<file path="config.mk">
export PLATFORM = sky130hd
export DESIGN_NAME = hazard_scoreboard
export DESIGN_NICKNAME = d
export VERILOG_FILES = /design/src/rtl/hazard_pkg.sv /design/src/rtl/hazard_sb_entry.sv /design/src/rtl/hazard_scoreboard.sv
export SDC_FILE = /design/constraint.sdc
export NUM_CORES = 1
export LEC_CHECK = 0
export CAP_MARGIN = 20
export CORE_ASPECT_RATIO = 0.9
export CORE_MARGIN = 1
export CORE_UTILIZATION = 35
export DETAILED_ROUTE_END_ITERATION = 12
export SKIP_CTS_REPAIR_TIMING = 1
export SLEW_MARGIN = 20
export SYNTH_ARGS = -nofsm -noshare
export SYNTH_HDL_FRONTEND = slang
export SYNTH_SLANG_ARGS = --single-unit
</file>
<file path="constraint.sdc">
create_clock -name clk -period 3.8 [get_ports clk]
set_clock_uncertainty 0.2 [all_clocks]
set_input_delay 0.57 -clock clk [delete_from_list [all_inputs] [get_ports clk]]
set_output_delay 0.57 -clock clk [all_outputs]
set_load 0.02 [all_outputs]
</file>
<file path="src/rtl/hazard_pkg.sv">
// Shared constants and elaboration helpers for the register hazard scoreboard.
package hazard_pkg;

  localparam int unsigned FWD_NONE = 0;
  localparam int unsigned FWD_FULL = 1;

  // Countdown width; kept at least 1 bit so a zero-depth pipe still elaborates.
  function automatic int unsigned cnt_w(input int unsigned pipe_depth);
    return (pipe_depth == 0) ? 1 : $clog2(pipe_depth + 1);
  endfunction

  function automatic bit params_legal(input int unsigned num_regs,
                                      input int unsigned reg_w,
                                      input int unsigned pipe_depth,
                                      input int unsigned load_lat);
    return (load_lat <= pipe_depth) && (num_regs > 0) &&
           (longint'(num_regs) <= (longint'(1) << reg_w));
  endfunction

endpackage

</file>
<file path="src/rtl/hazard_sb_entry.sv">
// One scoreboard countdown: reset, freeze-hold, issue load, then decrement to zero.
module hazard_sb_entry #(
  parameter int unsigned CW = 2
) (
  input  logic          clk,
  input  logic          rst,
  input  logic          freeze,
  input  logic          load,
  input  logic [CW-1:0] load_val,
  output logic [CW-1:0] cnt
);

  always_ff @(posedge clk) begin
    if (rst) begin
      cnt <= '0;
    end else if (freeze) begin
      cnt <= cnt;
    end else if (load) begin
      cnt <= load_val;
    end else if (cnt != '0) begin
      cnt <= cnt - 1'b1;
    end
  end

endmodule

</file>
<file path="src/rtl/hazard_scoreboard.sv">
// Per-register countdown scoreboard driving the ID-stage stall and a stall-cycle counter.
module hazard_scoreboard
  import hazard_pkg::*;
#(
  parameter int unsigned NUM_REGS    = 16,
  parameter int unsigned REG_W       = 4,
  parameter int unsigned FORWARDING  = 1,
  parameter int unsigned PIPE_DEPTH  = 2,
  parameter int unsigned LOAD_LAT    = 1,
  parameter int unsigned STALL_CNT_W = 32
) (
  input  logic                   clk,
  input  logic                   rst,
  input  logic                   issue_valid,
  input  logic [REG_W-1:0]       src1,
  input  logic [REG_W-1:0]       src2,
  input  logic                   src1_valid,
  input  logic                   src2_valid,
  input  logic [REG_W-1:0]       dest,
  input  logic                   wb_en,
  input  logic                   mem_r_en,
  input  logic                   freeze,
  input  logic                   flush,
  output logic                   hazard_detect,
  output logic [STALL_CNT_W-1:0] stall_cycles
);

  localparam int unsigned CW = cnt_w(PIPE_DEPTH);
  localparam logic [CW-1:0] LOAD_V_LD  = CW'((FORWARDING == FWD_FULL) ? LOAD_LAT : PIPE_DEPTH);
  localparam logic [CW-1:0] LOAD_V_ALU = CW'((FORWARDING == FWD_FULL) ? 0 : PIPE_DEPTH);

  if (!params_legal(NUM_REGS, REG_W, PIPE_DEPTH, LOAD_LAT)) begin : g_bad_params
    $error("hazard_scoreboard: illegal parameters (LOAD_LAT > PIPE_DEPTH or NUM_REGS > 2**REG_W)");
  end

  logic [CW-1:0]       cnt [NUM_REGS];
  logic [NUM_REGS-1:0] load;
  logic [CW-1:0]       load_val;
  logic [CW-1:0]       rd1;
  logic [CW-1:0]       rd2;
  logic                issue;

  // Unmatched indices (>= NUM_REGS) fall through to zero.
  always_comb begin
    rd1 = '0;
    rd2 = '0;
    for (int unsigned i = 0; i < NUM_REGS; i++) begin
      if (src1 == REG_W'(i)) rd1 = cnt[i];
      if (src2 == REG_W'(i)) rd2 = cnt[i];
    end
  end

  assign hazard_detect = issue_valid & ((src1_valid & (rd1 != '0)) |
                                        (src2_valid & (rd2 != '0)));
  assign issue    = issue_valid & ~hazard_detect & ~freeze & ~flush & wb_en;
  assign load_val = mem_r_en ? LOAD_V_LD : LOAD_V_ALU;

  for (genvar g = 0; g < NUM_REGS; g++) begin : g_entry
    assign load[g] = issue & (dest == REG_W'(g));

    hazard_sb_entry #(.CW(CW)) u_entry (
      .clk      (clk),
      .rst      (rst),
      .freeze   (freeze),
      .load     (load[g]),
      .load_val (load_val),
      .cnt      (cnt[g])
    );
  end

  always_ff @(posedge clk) begin
    if (rst) begin
      stall_cycles <= '0;
    end else if (hazard_detect & ~freeze & ~flush & (stall_cycles != '1)) begin
      stall_cycles <= stall_cycles + 1'b1;
    end
  end

endmodule

</file>
## After elaboration in Yosys (flattened, before gate mapping)

Cells that the tools add are included.

- Output and inout port bits: 33
- Bits in registers: 64

- Multiplexer cells: 65
- Bitwise operators: 30
- Reduce and logical (&&, ||, !) cells: 53
- Eq/ne operators: 46
- Add/sub/neg operators: 17

Operator list:

| operator | count |
|---|---|
| $mux 2 | 64 |
| $eq 4x4->1 const B | 24 |
| $reduce_bool 2->1 | 34 |
| $eq 4x3->1 const B | 12 |
| $add 32x1->32 const B | 1 |
| $ne 32x32->1 const B | 1 |
| $reduce_and 2->1 | 16 |
| $sub 2x1->2 const B | 16 |
| $and 1x1->1 | 26 |
| $eq 4x2->1 const B | 6 |
| $eq 4x1->1 const B | 3 |
| $logic_not 4->1 | 3 |
| $not 1->1 | 3 |
| $mux 1 | 1 |
| $or 1x1->1 | 1 |

## Depth between registers and ports, before layout

- Depth in word-level cells: 29
- Mapped depth: 12

## By module

A second synthesis with hierarchy kept.

- Cell total of the unflattened synthesis: 612
- Area total of the unflattened synthesis: 4440.5 µm²

By module, submodules not included:

| module | area an instance (µm²) | cells each | times used | seq. area each (µm²) |
|---|---|---|---|---|
| hazard_scoreboard | 2498.6 | 340 | 1 | 640.6 |
| hazard_sb_entry | 121.4 | 17 | 16 | 40.0 |

## Least setup slack after synthesis

No wires, ideal clock.

- Path type: input to output
- Start: input src2[0]
- End: output hazard_detect
- Arrival: 2.372 ns
- Setup slack: 0.658 ns
- Stages: 8
- Required time: 3.030 ns
- Cells stage by stage: buf_2 > nor4b_1 > o311ai_1 > nand2_1 > or3_4 > nand4_1 > clkbuf_1 > and2_1

- Cells in the longest elaborated chain, start to end: 21

Ends and longest elaborated chain:

| item | line | source |
|---|---|---|
| start: declaration | hazard_scoreboard.sv:16 | `input logic [REG_W-1:0] src2,` |
| $logic_not 4->1 | hazard_scoreboard.sv:49 | `if (src2 == REG_W'(i)) rd2 = cnt[i];` |
| $mux 2 (15 in series) | hazard_scoreboard.sv:49 |  |
| $mux 2 * | hazard_scoreboard.sv:49 |  |
| $reduce_bool 2->1 * | hazard_scoreboard.sv:54 | `(src2_valid & (rd2 != '0)));` |
| $and 1x1->1 * | hazard_scoreboard.sv:54 |  |
| $or 1x1->1 * | hazard_scoreboard.sv:53 | `assign hazard_detect = issue_valid & ((src1_valid & (rd1 != '0)) \|` |
| $and 1x1->1 * | hazard_scoreboard.sv:53 |  |
| end: declaration | hazard_scoreboard.sv:24 | `output logic hazard_detect,` |

Mark *: on every way between the ends. The rest lies on a longest branch, timed or not.

## Worst setup path after layout

- Start: input src1[1]
- End: output hazard_detect

- Cells in the longest elaborated chain, start to end: 21

Ends and longest elaborated chain:

| item | line | source |
|---|---|---|
| start: declaration | hazard_scoreboard.sv:15 | `input logic [REG_W-1:0] src1,` |
| $logic_not 4->1 | hazard_scoreboard.sv:48 | `if (src1 == REG_W'(i)) rd1 = cnt[i];` |
| $mux 2 (15 in series) | hazard_scoreboard.sv:48 |  |
| $mux 2 * | hazard_scoreboard.sv:48 |  |
| $reduce_bool 2->1 * | hazard_scoreboard.sv:53 |  |
| $and 1x1->1 * | hazard_scoreboard.sv:53 |  |
| $or 1x1->1 * | hazard_scoreboard.sv:53 |  |
| $and 1x1->1 * | hazard_scoreboard.sv:53 |  |

Marks and branches as above.

==> run_results.csv <==
group,metric,value,unit
cells_and_area,nFillCells,1221,
floorplan,die_area,13100,sq um
yosys,yosysTopAreaCell,"dfxtp_1",
place,io_buffers,53,
pwr,power_density,516.0,nW/um^2
place,gp_congestion,0.9602,
cells_and_area,areaGrowthSynthToFinish,25.61,%
place,hpwl,9860,um
route,avgViaCountPerCell,5.958,
critical_path,crit_arrival,2.88,ns
yosys,ys_seq_area_frac,0.2894,
yosys,syn_area_per_cell,7.593,sq um
route,drc_errors,0,
grt,grtUsageTotal,0.2146,
pwr,p_leak,1.789,nW
sta,maxSlewHeadroom,0.6106,
clocking,cts_buffers,9,
clocking,cts_root_buf,"clkbuf_16",
sta,finalWorstSetupSlack,0.1480,ns
yosys,ys_types,60,
yosys,synth_cells,583,
clocking,cts.sinks,64,
status,status,"finished, final reports clean",
place,preCtsSetupSlack,-0.1648,ns
critical_path,crit_family,"compound AO/OA/AOI/OAI gates",
sta,holdWs,0.2915,ns
yosys,yosys-top-cells-area,"dfxtp_1, o31ai_1, a21oi_1",
critical_path,worstSetupStartpoint,"src1[1]",
cells_and_area,final_area,5560,sq um
yosys,yosysMostFrequentCell,"dfxtp_1",
floorplan,fp.dieH,108.7,um
sta,clock.fmax,273.8,MHz
grt,antenna_found_initial,1,
yosys,synth_top_cell_area_share,0.2894,
sta,layout_min_cycle_time,3.652,ns
floorplan,dieWidth,120.5,um
yosys,synthFlopType,"dfxtp_1",
critical_path,r2r_start,"g_entry[2].u_entry.cnt[0]",
route,drtAntennaViolNets,0,
sta,finalCritPeriodShare,0.9611,
grt,grt_start_max_net_pins,51,
critical_path,cp_num_cells,8,
place,placed_cell_area,5214,sq um
sta,hold_viol,0,
critical_path,ff2ff_setup_slack,0.83,ns
yosys,syn_area,4427,sq um
yosys,synth_fp_nets,621,
clocking,clk_pin_slew,0.06,ns
critical_path,r2r-end,"g_entry[13].u_entry.cnt[0]",
floorplan,io_pins,54,
critical_path,worstPathMaxFanout,4,
critical_path,slowest_delay,0.54,ns
pwr,ir_drop,0.3639,mV
route,wirelength,13560,um
grt,grt.overflow.total,0,
floorplan,rows,38,
sta,setup_viol,0,
sta,rsz0062_at_grt,"no",
run,maxCapViolCount,0,
critical_path,r2r_cells,8,
cells_and_area,drive_above_1_share,0.09688,
yosys,synth_edf_count,0,
clocking,clk-insertion-delay-late,0.34,ns
cells_and_area,finish.utilization,0.4568,
floorplan,coreArea,12170,sq um
clocking,cts_tree,"yes",
route,vias,4766,
yosys,ys_ff_latch,64,
critical_path,critPathSlowestCell,"clkdlybuf4s50_1",
critical_path,critPathKind,"input pin to output port",
critical_path,cp_num_buf_inv,2,
critical_path,cp-endpoint,"hazard_detect",
yosys,synth-async-reset-ratio,0,
critical_path,start_kind,"input pin",
worst_hold_path,holdPathStages,2,
critical_path,crit_required,3.03,ns
grt,grt_pass1_wl,21980,um
floorplan,start_util,0.3637,
critical_path,crit_chain,"clkdlybuf4s50_1 > mux2_2 > a222oi_1 > a21oi_1 > o211ai_1 > nand4_1 > and2_1 > dlymetal6s2s_1",
yosys,synth.top_cells.by_count,"dfxtp_1, a21oi_1, nand2_1, nor2_1, o31ai_1",
route,drtIter0Drc,377,
critical_path,end_kind,"output port",
route,dr.pass1.iters,5,
route,routedWlPerCell,16.95,um
cells_and_area,diodes,0,
grt,grt_pass1_vias,4352,
clocking,clock_path_buffers,2,
cells_and_area,layout.nets,673,
cells_and_area,seq_area,1281,sq um
sta,tightest_slew,0.5841,ns
clocking,htreeDepth,3,
worst_hold_path,min_path_type,"flop to flop",
sta,drv_slew,0,
yosys,yosys_warnings,0,
cells_and_area,multi_input_area,2813,sq um
==> registers in the layout (all words and copies together) (netlist names) <==
| name | flops |
|---|---|
| stall_cycles | 32 |
| g_entry.u_entry.cnt | 32 |
==> cell type report <==
class	count	share of cell area
repair buffers	81	0.1395
well taps	160	0.03600
clock buffers	9	0.04050
flip-flops and latches	64	0.2304
clock inverters	7	0.02138
inverters	39	0.02633
multi-input cells	440	0.5059
==> kinds of logic (layout without fill, tap and decap cells) <==
logic type	count (synthesis)	count (layout)	synth area share
DFF	64	64	0.2894
muxes	10	10	0.02827
buffers and inverters	79	136	0.07518
AOI/OAI and AO/OA	169	169	0.2538
and+or+nand+nor	243	243	0.3033
adders and majority gates	17	17	0.04805
xor gates and xnor gates	1	1	0.001979
==> metal layers <==
metal / routed length (um) / global-route usage / share of wire
met2: 6040 / 0.3329 / 0.45
met1: 6294 / 0.2869 / 0.46
met3: 869 / 0.04655 / 0.064
met4: 346 / 0.09347 / 0.026
met5: 10 / 0 / 0.00074
==> metrics by stage <==
| stage | power, mW | setup TNS, ns | std cells |
|---|---|---|---|
| floorplan | 1.595 | 0 | 583 |
| global placement | 1.849 | -0.1199 | 784 |
| detailed placement | 1.891 | -0.1654 | 784 |
| CTS | 2.874 | -0.1777 | 800 |
| global route | 3.041 | 0 | 800 |
| finish | 2.869 | 0 | 800 |
==> power by group <==
group          leakage [nW]  switching, mW  internal (mW)
logic                  1.11          0.510          0.402
registers             0.519          0.189          0.791
clock network         0.162          0.336          0.642
total                  1.79           1.03           1.83
==> cells in the final DEF, fill, tap and decap left out, drive strengths merged, types with 6 or more instances in the layout <==
cell,netlist,routed
dfxtp,64,64
clkdlybuf4s50,0,51
a21oi,49,49
nand2,45,45
nor2,43,43
o31ai,40,40
inv,39,40
or4,30,30
buf,13,29
nor3,24,24
nand3,21,21
o21ai,21,21
nand4,18,18
ha,17,17
a211oi,12,12
nor2b,9,9
nand2b,9,9
a31oi,9,9
clkbuf,27,9
o221ai,8,8
and3,7,7
mux2,7,7
and2,6,6
nor4,6,6
==> worst min path at each step <==
stage,end,startpoint
6_report,stall_cycles[23],stall_cycles[23]
5_1_grt,stall_cycles[23],stall_cycles[23]
4_1_cts,stall_cycles[23],stall_cycles[23]
3_5_place_dp,stall_cycles[23],stall_cycles[23]
3_3_place_gp,stall_cycles[29],stall_cycles[29]
2_1_floorplan,g_entry[11].u_entry.cnt[1],g_entry[11].u_entry.cnt[1]
==> worst register-to-register path, cell delays in order, from the launching register on <==
cell and delay (ns):
dfxtp_1 0.39, mux2_2 0.29, a222oi_1 0.35, a21oi_1 0.12, o211ai_1 0.23, nand4_1 0.22
buf_4 0.29, or4_1 0.55, a22o_1 0.20
No activity file was read; power rests on OpenSTA's default activity.
